## config.mk

```make
export PLATFORM = sky130hd
export DESIGN_NAME = ex_muldiv_unit
export DESIGN_NICKNAME = d
export VERILOG_FILES = /design/src/rtl/ex_muldiv_unit.sv
export SDC_FILE = /design/constraint.sdc
export NUM_CORES = 1
export LEC_CHECK = 0
export CAP_MARGIN = 10
export CORE_MARGIN = 3
export CORE_UTILIZATION = 45
export CTS_CLUSTER_DIAMETER = 150
export DETAILED_ROUTE_END_ITERATION = 10
export PLACE_DENSITY = 0.66
export RECOVER_POWER = 25
export SLEW_MARGIN = 5
export SYNTH_ARGS = -nofsm -noshare
export SYNTH_HDL_FRONTEND = slang
export SYNTH_SLANG_ARGS = --single-unit
```

## constraint.sdc

```tcl
create_clock -name CLK -period 5.75 [get_ports CLK]
set_clock_uncertainty 0.1 [all_clocks]
set_input_delay 1.15 -clock CLK [delete_from_list [all_inputs] [get_ports CLK]]
set_output_delay 1.15 -clock CLK [all_outputs]
set_load 0.005 [all_outputs]
```

## src/rtl/ex_muldiv_unit.sv

```systemverilog
// Iterative RV32M multiply/divide unit for the EX stage (shift-add multiply, restoring divide).
// Optional MULDIV_FAST_MUL_EN: multiplies use a single-cycle 33x33 signed multiplier instead.
module ex_muldiv_unit #(
  parameter int XLEN  = 32,
  parameter int CNT_W = 6
) (
  input  logic            CLK,
  input  logic            RESET,
  input  logic            start_i,
  input  logic            flush_i,
  input  logic [2:0]      funct3_i,
  input  logic [XLEN-1:0] srca_i,
  input  logic [XLEN-1:0] srcb_i,
  input  logic [4:0]      rd_i,
  output logic            stall_o,
  output logic            busy_o,
  output logic            done_o,
  output logic [XLEN-1:0] result_o,
  output logic [4:0]      rd_o
);

  typedef enum logic [1:0] {S_IDLE, S_CALC, S_DONE} state_t;

  state_t              r_state;
  state_t              w_state_next;
  logic [2:0]          r_funct3;
  logic [4:0]          r_rd;
  logic [4:0]          r_rd_out;
  logic [XLEN-1:0]     r_result;
  logic [2*XLEN-1:0]   r_acc;
  logic [XLEN-1:0]     r_b;
  logic                r_neg;
  logic [CNT_W-1:0]    r_cnt;

  logic                w_accept;
  logic                w_a_signed, w_b_signed, w_a_neg, w_b_neg, w_neg;
  logic [XLEN-1:0]     w_a_mag, w_b_mag;
  logic                w_div0, w_ovf, w_special;
  logic [XLEN-1:0]     w_special_res;
  logic                w_fast;
  logic [XLEN-1:0]     w_fast_res;
  logic [XLEN:0]       w_mul_sum;
  logic [2*XLEN-1:0]   w_mul_next;
  logic [XLEN+1:0]     w_div_diff;
  logic [2*XLEN-1:0]   w_div_next;
  logic [2*XLEN-1:0]   w_acc_next;
  logic [2*XLEN-1:0]   w_mul_fix;
  logic [XLEN-1:0]     w_div_sel, w_div_fix, w_final;
  logic                w_last;

  // Operand decode: multiplies signed per MULH/MULHSU/MULHU, divides signed unless funct3[0].
  assign w_a_signed = funct3_i[2] ? ~funct3_i[0] : (funct3_i[1:0] != 2'b11);
  assign w_b_signed = funct3_i[2] ? ~funct3_i[0] : ~funct3_i[1];
  assign w_a_neg    = w_a_signed & srca_i[XLEN-1];
  assign w_b_neg    = w_b_signed & srcb_i[XLEN-1];
  assign w_a_mag    = w_a_neg ? (~srca_i + 1'b1) : srca_i;
  assign w_b_mag    = w_b_neg ? (~srcb_i + 1'b1) : srcb_i;
  // REM follows the dividend's sign; everything else negates when signs differ.
  assign w_neg      = (funct3_i[2] & funct3_i[1]) ? w_a_neg : (w_a_neg ^ w_b_neg);

  assign w_div0     = funct3_i[2] && (srcb_i == '0);
  assign w_ovf      = funct3_i[2] && !funct3_i[0] &&
                      (srca_i == {1'b1, {(XLEN-1){1'b0}}}) && (srcb_i == '1);
  assign w_special  = w_div0 | w_ovf;
  assign w_special_res = w_div0 ? (funct3_i[1] ? srca_i : '1)
                                : (funct3_i[1] ? '0 : {1'b1, {(XLEN-1){1'b0}}});

`ifdef MULDIV_FAST_MUL_EN
  logic signed [2*XLEN-1:0] w_fast_prod;
  assign w_fast_prod = $signed({w_a_signed & srca_i[XLEN-1], srca_i}) *
                       $signed({w_b_signed & srcb_i[XLEN-1], srcb_i});
  assign w_fast      = ~funct3_i[2];
  assign w_fast_res  = (funct3_i[1:0] == 2'b00) ? w_fast_prod[XLEN-1:0]
                                                : w_fast_prod[2*XLEN-1:XLEN];
`else
  assign w_fast      = 1'b0;
  assign w_fast_res  = '0;
`endif

  assign w_accept = (r_state == S_IDLE) && start_i && !flush_i;
  assign w_last   = (r_cnt == CNT_W'(XLEN-1));

  // Multiply step: add multiplicand into the upper half when the low bit is set, shift right.
  assign w_mul_sum  = {1'b0, r_acc[2*XLEN-1:XLEN]} + (r_acc[0] ? {1'b0, r_b} : '0);
  assign w_mul_next = {w_mul_sum, r_acc[XLEN-1:1]};
  // Divide step: 33-bit partial remainder keeps the bit shifted out of the top.
  assign w_div_diff = {1'b0, r_acc[2*XLEN-1:XLEN-1]} - {2'b00, r_b};
  assign w_div_next = w_div_diff[XLEN+1] ? {r_acc[2*XLEN-2:0], 1'b0}
                                         : {w_div_diff[XLEN-1:0], r_acc[XLEN-2:0], 1'b1};
  assign w_acc_next = r_funct3[2] ? w_div_next : w_mul_next;

  assign w_mul_fix = r_neg ? (~w_acc_next + 1'b1) : w_acc_next;
  assign w_div_sel = r_funct3[1] ? w_acc_next[2*XLEN-1:XLEN] : w_acc_next[XLEN-1:0];
  assign w_div_fix = r_neg ? (~w_div_sel + 1'b1) : w_div_sel;
  assign w_final   = r_funct3[2] ? w_div_fix
                   : ((r_funct3[1:0] == 2'b00) ? w_mul_fix[XLEN-1:0] : w_mul_fix[2*XLEN-1:XLEN]);

  always_comb begin
    w_state_next = r_state;
    case (r_state)
      S_IDLE: if (w_accept) w_state_next = (w_special || w_fast) ? S_DONE : S_CALC;
      S_CALC: if (w_last) w_state_next = S_DONE;
      S_DONE: w_state_next = S_IDLE;
      default: w_state_next = S_IDLE;
    endcase
    if (flush_i) w_state_next = S_IDLE;
  end

  always_ff @(posedge CLK or posedge RESET) begin
    if (RESET) begin
      r_state  <= S_IDLE;
      r_funct3 <= '0;
      r_rd     <= '0;
      r_rd_out <= '0;
      r_result <= '0;
      r_acc    <= '0;
      r_b      <= '0;
      r_neg    <= 1'b0;
      r_cnt    <= '0;
    end else begin
      r_state <= w_state_next;
      if (w_accept) begin
        r_funct3 <= funct3_i;
        r_rd     <= rd_i;
        r_acc    <= {{XLEN{1'b0}}, w_a_mag};
        r_b      <= w_b_mag;
        r_neg    <= w_neg;
        r_cnt    <= '0;
        if (w_special) begin
          r_result <= w_special_res;
          r_rd_out <= rd_i;
        end else if (w_fast) begin
          r_result <= w_fast_res;
          r_rd_out <= rd_i;
        end
      end else if (r_state == S_CALC && !flush_i) begin
        r_acc <= w_acc_next;
        r_cnt <= r_cnt + 1'b1;
        if (w_last) begin
          r_result <= w_final;
          r_rd_out <= r_rd;
        end
      end
    end
  end

  assign done_o   = (r_state == S_DONE);
  assign busy_o   = (r_state == S_CALC);
  assign stall_o  = start_i & ~done_o;
  assign result_o = r_result;
  assign rd_o     = r_rd_out;

endmodule

```

==> flow_metrics.env <==
export IMPL_outcome="complete, but fails checks"
export IMPL_violations="capacitance limit, slew limit"
export IMPL_max_freq_mhz=180
export IMPL_synth_seq_area_share=0.219
export IMPL_grt_ovfl_total=0
export IMPL_htreeDepth=4
export IMPL_postCtsSetupBuffers=0
export IMPL_hp_start="r_rd[1]"
export IMPL_async_flop_share=1.00
export IMPL_clock_path_buffers=2
export IMPL_yosys_area_share_xor_xnor=0.0803
export IMPL_cts_root_buffer="clkbuf_16"
export IMPL_drv_cap=1
export IMPL_drc=0
export IMPL_synth_top_area_share=0.219
export IMPL_slew_headroom=-1.39
export IMPL_synthFlopType="dfrtp_1"
export IMPL_synth_top_family_by_area="compound AO/OA/AOI/OAI gates"
export IMPL_grt_usage=0.370
export IMPL_ioPinCount=116
export IMPL_cts_tree="done"
export IMPL_clock_sinks=150
export IMPL_synth_adder_area_share=0.0535
export IMPL_synth_compound_area_frac=0.303
export IMPL_yosysWarnings=0
export IMPL_antenna_left=0
export IMPL_num_rows=70
export IMPL_min_path_type="reg2reg"
export IMPL_pwr_density_cell_mw_per_mm2=502
export IMPL_hold_viol=0
export IMPL_whs_ns=0.374
export IMPL_layout_setup_ws_ns=0.202
export IMPL_r2r_end="result_o[19]"
export IMPL_drt_iter0_markers=2374
export IMPL_grt_pass1_wl_um=115000
export IMPL_diodes=0
export IMPL_syn_area_mm2=0.0171
export IMPL_port_buffers=115
export IMPL_rsz0062_at_grt="false"
export IMPL_layout_drive_gt1_share=0.116
export IMPL_antenna_found_initial=1
export IMPL_holdPathEnd="r_rd[1]"
export IMPL_critPathMaxFanout=11
export IMPL_synth_largest_area_cell="dfrtp_1"
export IMPL_total_power_mw=10.2
export IMPL_gp_congestion=1.03
export IMPL_synth_simple_area_share=0.255
export IMPL_fin_cells=3006
export IMPL_dieArea_mm2=0.0404
export IMPL_die_h_um=201
export IMPL_drt_wl_total_um=77200
export IMPL_fin_crit_ns=5.55
export IMPL_initial_core_util=0.462
export IMPL_first_global_vias=18508
export IMPL_syn_nets=2479
export IMPL_fin_area_mm2=0.0202
export IMPL_die_x_um=201
export IMPL_first_pass_iters=6
export IMPL_worstRegToRegCells=18
export IMPL_core_area_mm2=0.0370
export IMPL_worstMarginPinSlew_ns=3.56
export IMPL_hpwl_um=60400
export IMPL_cp_arrival_ns=5.81
export IMPL_slew_violations=77
export IMPL_preCtsSetupSlack_ns=0.134
export IMPL_worstHoldPathCells=2
export IMPL_nets=2637
export IMPL_power_leakage_nw=8.19
export IMPL_period_share=0.965
export IMPL_synth_area_per_cell_um2=7.35
export IMPL_reg2reg_from="r_acc[0]"
export IMPL_worstSetupStartpointType="flop"
export IMPL_irDropWorstVdd_mv=0.271
export IMPL_via_count=19877
export IMPL_critPathRequiredTime_ns=6.01
export IMPL_synth_cell_type_count=102
export IMPL_wire_per_inst_um=25.7
export IMPL_fin_setup_tns_ns=0
export IMPL_grt_start_max_net_pins=77
export IMPL_routed_via_density=6.61
export IMPL_setup_viol=0
export IMPL_netlist_instances=2331
export IMPL_insertion_delay_ns=0.48
export IMPL_ys_ff_latch=150
export IMPL_worstSetupPathType="reg2reg"
export IMPL_nFillCells=3616
export IMPL_reg2reg_slack_ns=0.20
export IMPL_place_inst=2974
export IMPL_postPlaceCellArea_mm2=0.0196
export IMPL_area_delta_synth_final_pct=18.1
export IMPL_synth_area_top_cells="dfrtp_1, o21ai_0, nand2_1, ha_1, a21oi_1"
export IMPL_endpoint_kind="flop"
export IMPL_clk_pin_slew_worst_paths_ns=0.08
export IMPL_cts_made_buffers=17
export IMPL_synth_edff_count=0
export IMPL_final_core_util=0.546
export IMPL_synthMuxAreaShare=0.0356
cells by family after synthesis:
kind of cell | Yosys count
muxes | 59
buffers and inverters | 222
DFF | 150
xor gates and xnor gates | 157
AOI/OAI and AO/OA | 787
adders and majority gates | 72
and+or+nand+nor | 884
registers in the layout, summed over array words and instances (netlist names):
signal    cells
r_state       2
r_b          32
r_rd          5
r_cnt         6
result_o     32
r_funct3      3
r_acc        64
rd_o          5
r_neg         1
worst max-delay path by stage:
stage	start	to	slack (ns)
floorplan	r_acc[34]	result_o[28]	0.009
global placement	srca_i[12]	result_o[25]	0.17
detailed placement	srca_i[12]	result_o[22]	0.13
CTS	r_acc[34]	result_o[28]	0.16
global route	r_acc[34]	result_o[14]	0.006
finish	r_acc[0]	result_o[19]	0.20
power breakdown:
group          internal [mW]  switching (mW)
sequential              1.28           0.423
clock                  0.656           0.547
combinational           2.67            4.58
final cells by class:
class	instances	area [um2]	share of cell area
Sequential cell	150	3760	0.186
Clock inverter	13	148	0.00730
Multi-Input combinational cell	1959	12500	0.620
Inverter	76	287	0.0142
Timing Repair Buffer	285	2430	0.120
Clock buffer	19	443	0.0219
Tap cell	504	631	0.0312
placed cells by master, fill, tap and decap left out, drive strengths merged, types with 50 or more instances in the layout:
master | netlist | layout
o21ai | 239 | 239
ha | 70 | 70
dfrtp | 150 | 150
buf | 45 | 169
xor2 | 72 | 72
a21oi | 162 | 162
nor2 | 182 | 182
nand3 | 50 | 50
nand4 | 50 | 50
nor3 | 75 | 75
clkdlybuf4s50 | 0 | 114
inv | 74 | 76
o211ai | 52 | 52
nand2 | 292 | 292
xnor2 | 85 | 85
layer usage:
metal / wire, um / global-route usage / vias up
met4: 2980 / 0.135 / 0
met1: 32600 / 0.521 / 9515
met3: 8450 / 0.0738 / 191
met5: 0 / 0 / -
met2: 33200 / 0.562 / 1193
li1: - / - / 8978
worst max-delay path: stages (launching register included):
cell      delay, ns
dfrtp_1        0.55
and2_1         0.25
ha_1           0.22
fa_1           0.45
a211oi_1       0.46
nor3b_2        0.20
nor2_1         0.21
xnor2_1        0.20
o221ai_1       0.23
a211oi_1       0.07
buf_4          0.19
a211oi_1       0.60
nand4_1        0.27
or2_1          0.31
o31ai_1        0.30
xor2_1         0.22
a221oi_1       0.14
buf_4          0.19
a221o_1        0.25
what timing repair did:
item                                   CTS  global route
hold buffers                             0             0
resized for setup                        0             5
endpoints found under the hold margin    0             0
setup endpoints to repair                0            13
synth_stat cells, drive strengths merged, types with 38 or more instances:
| cell type | instances |
|---|---|
| buf | 45 |
| xor2 | 72 |
| o21ai | 239 |
| nand2 | 292 |
| a21oi | 162 |
| o31ai | 39 |
| inv | 74 |
| o211ai | 52 |
| nand3 | 50 |
| nor3 | 75 |
| and2 | 49 |
| mux2i | 49 |
| nand4 | 50 |
| clkbuf | 101 |
| xnor2 | 85 |
| a31oi | 38 |
| nor2 | 182 |
| dfrtp | 150 |
| ha | 70 |
(Power assumes the default switching activity.)
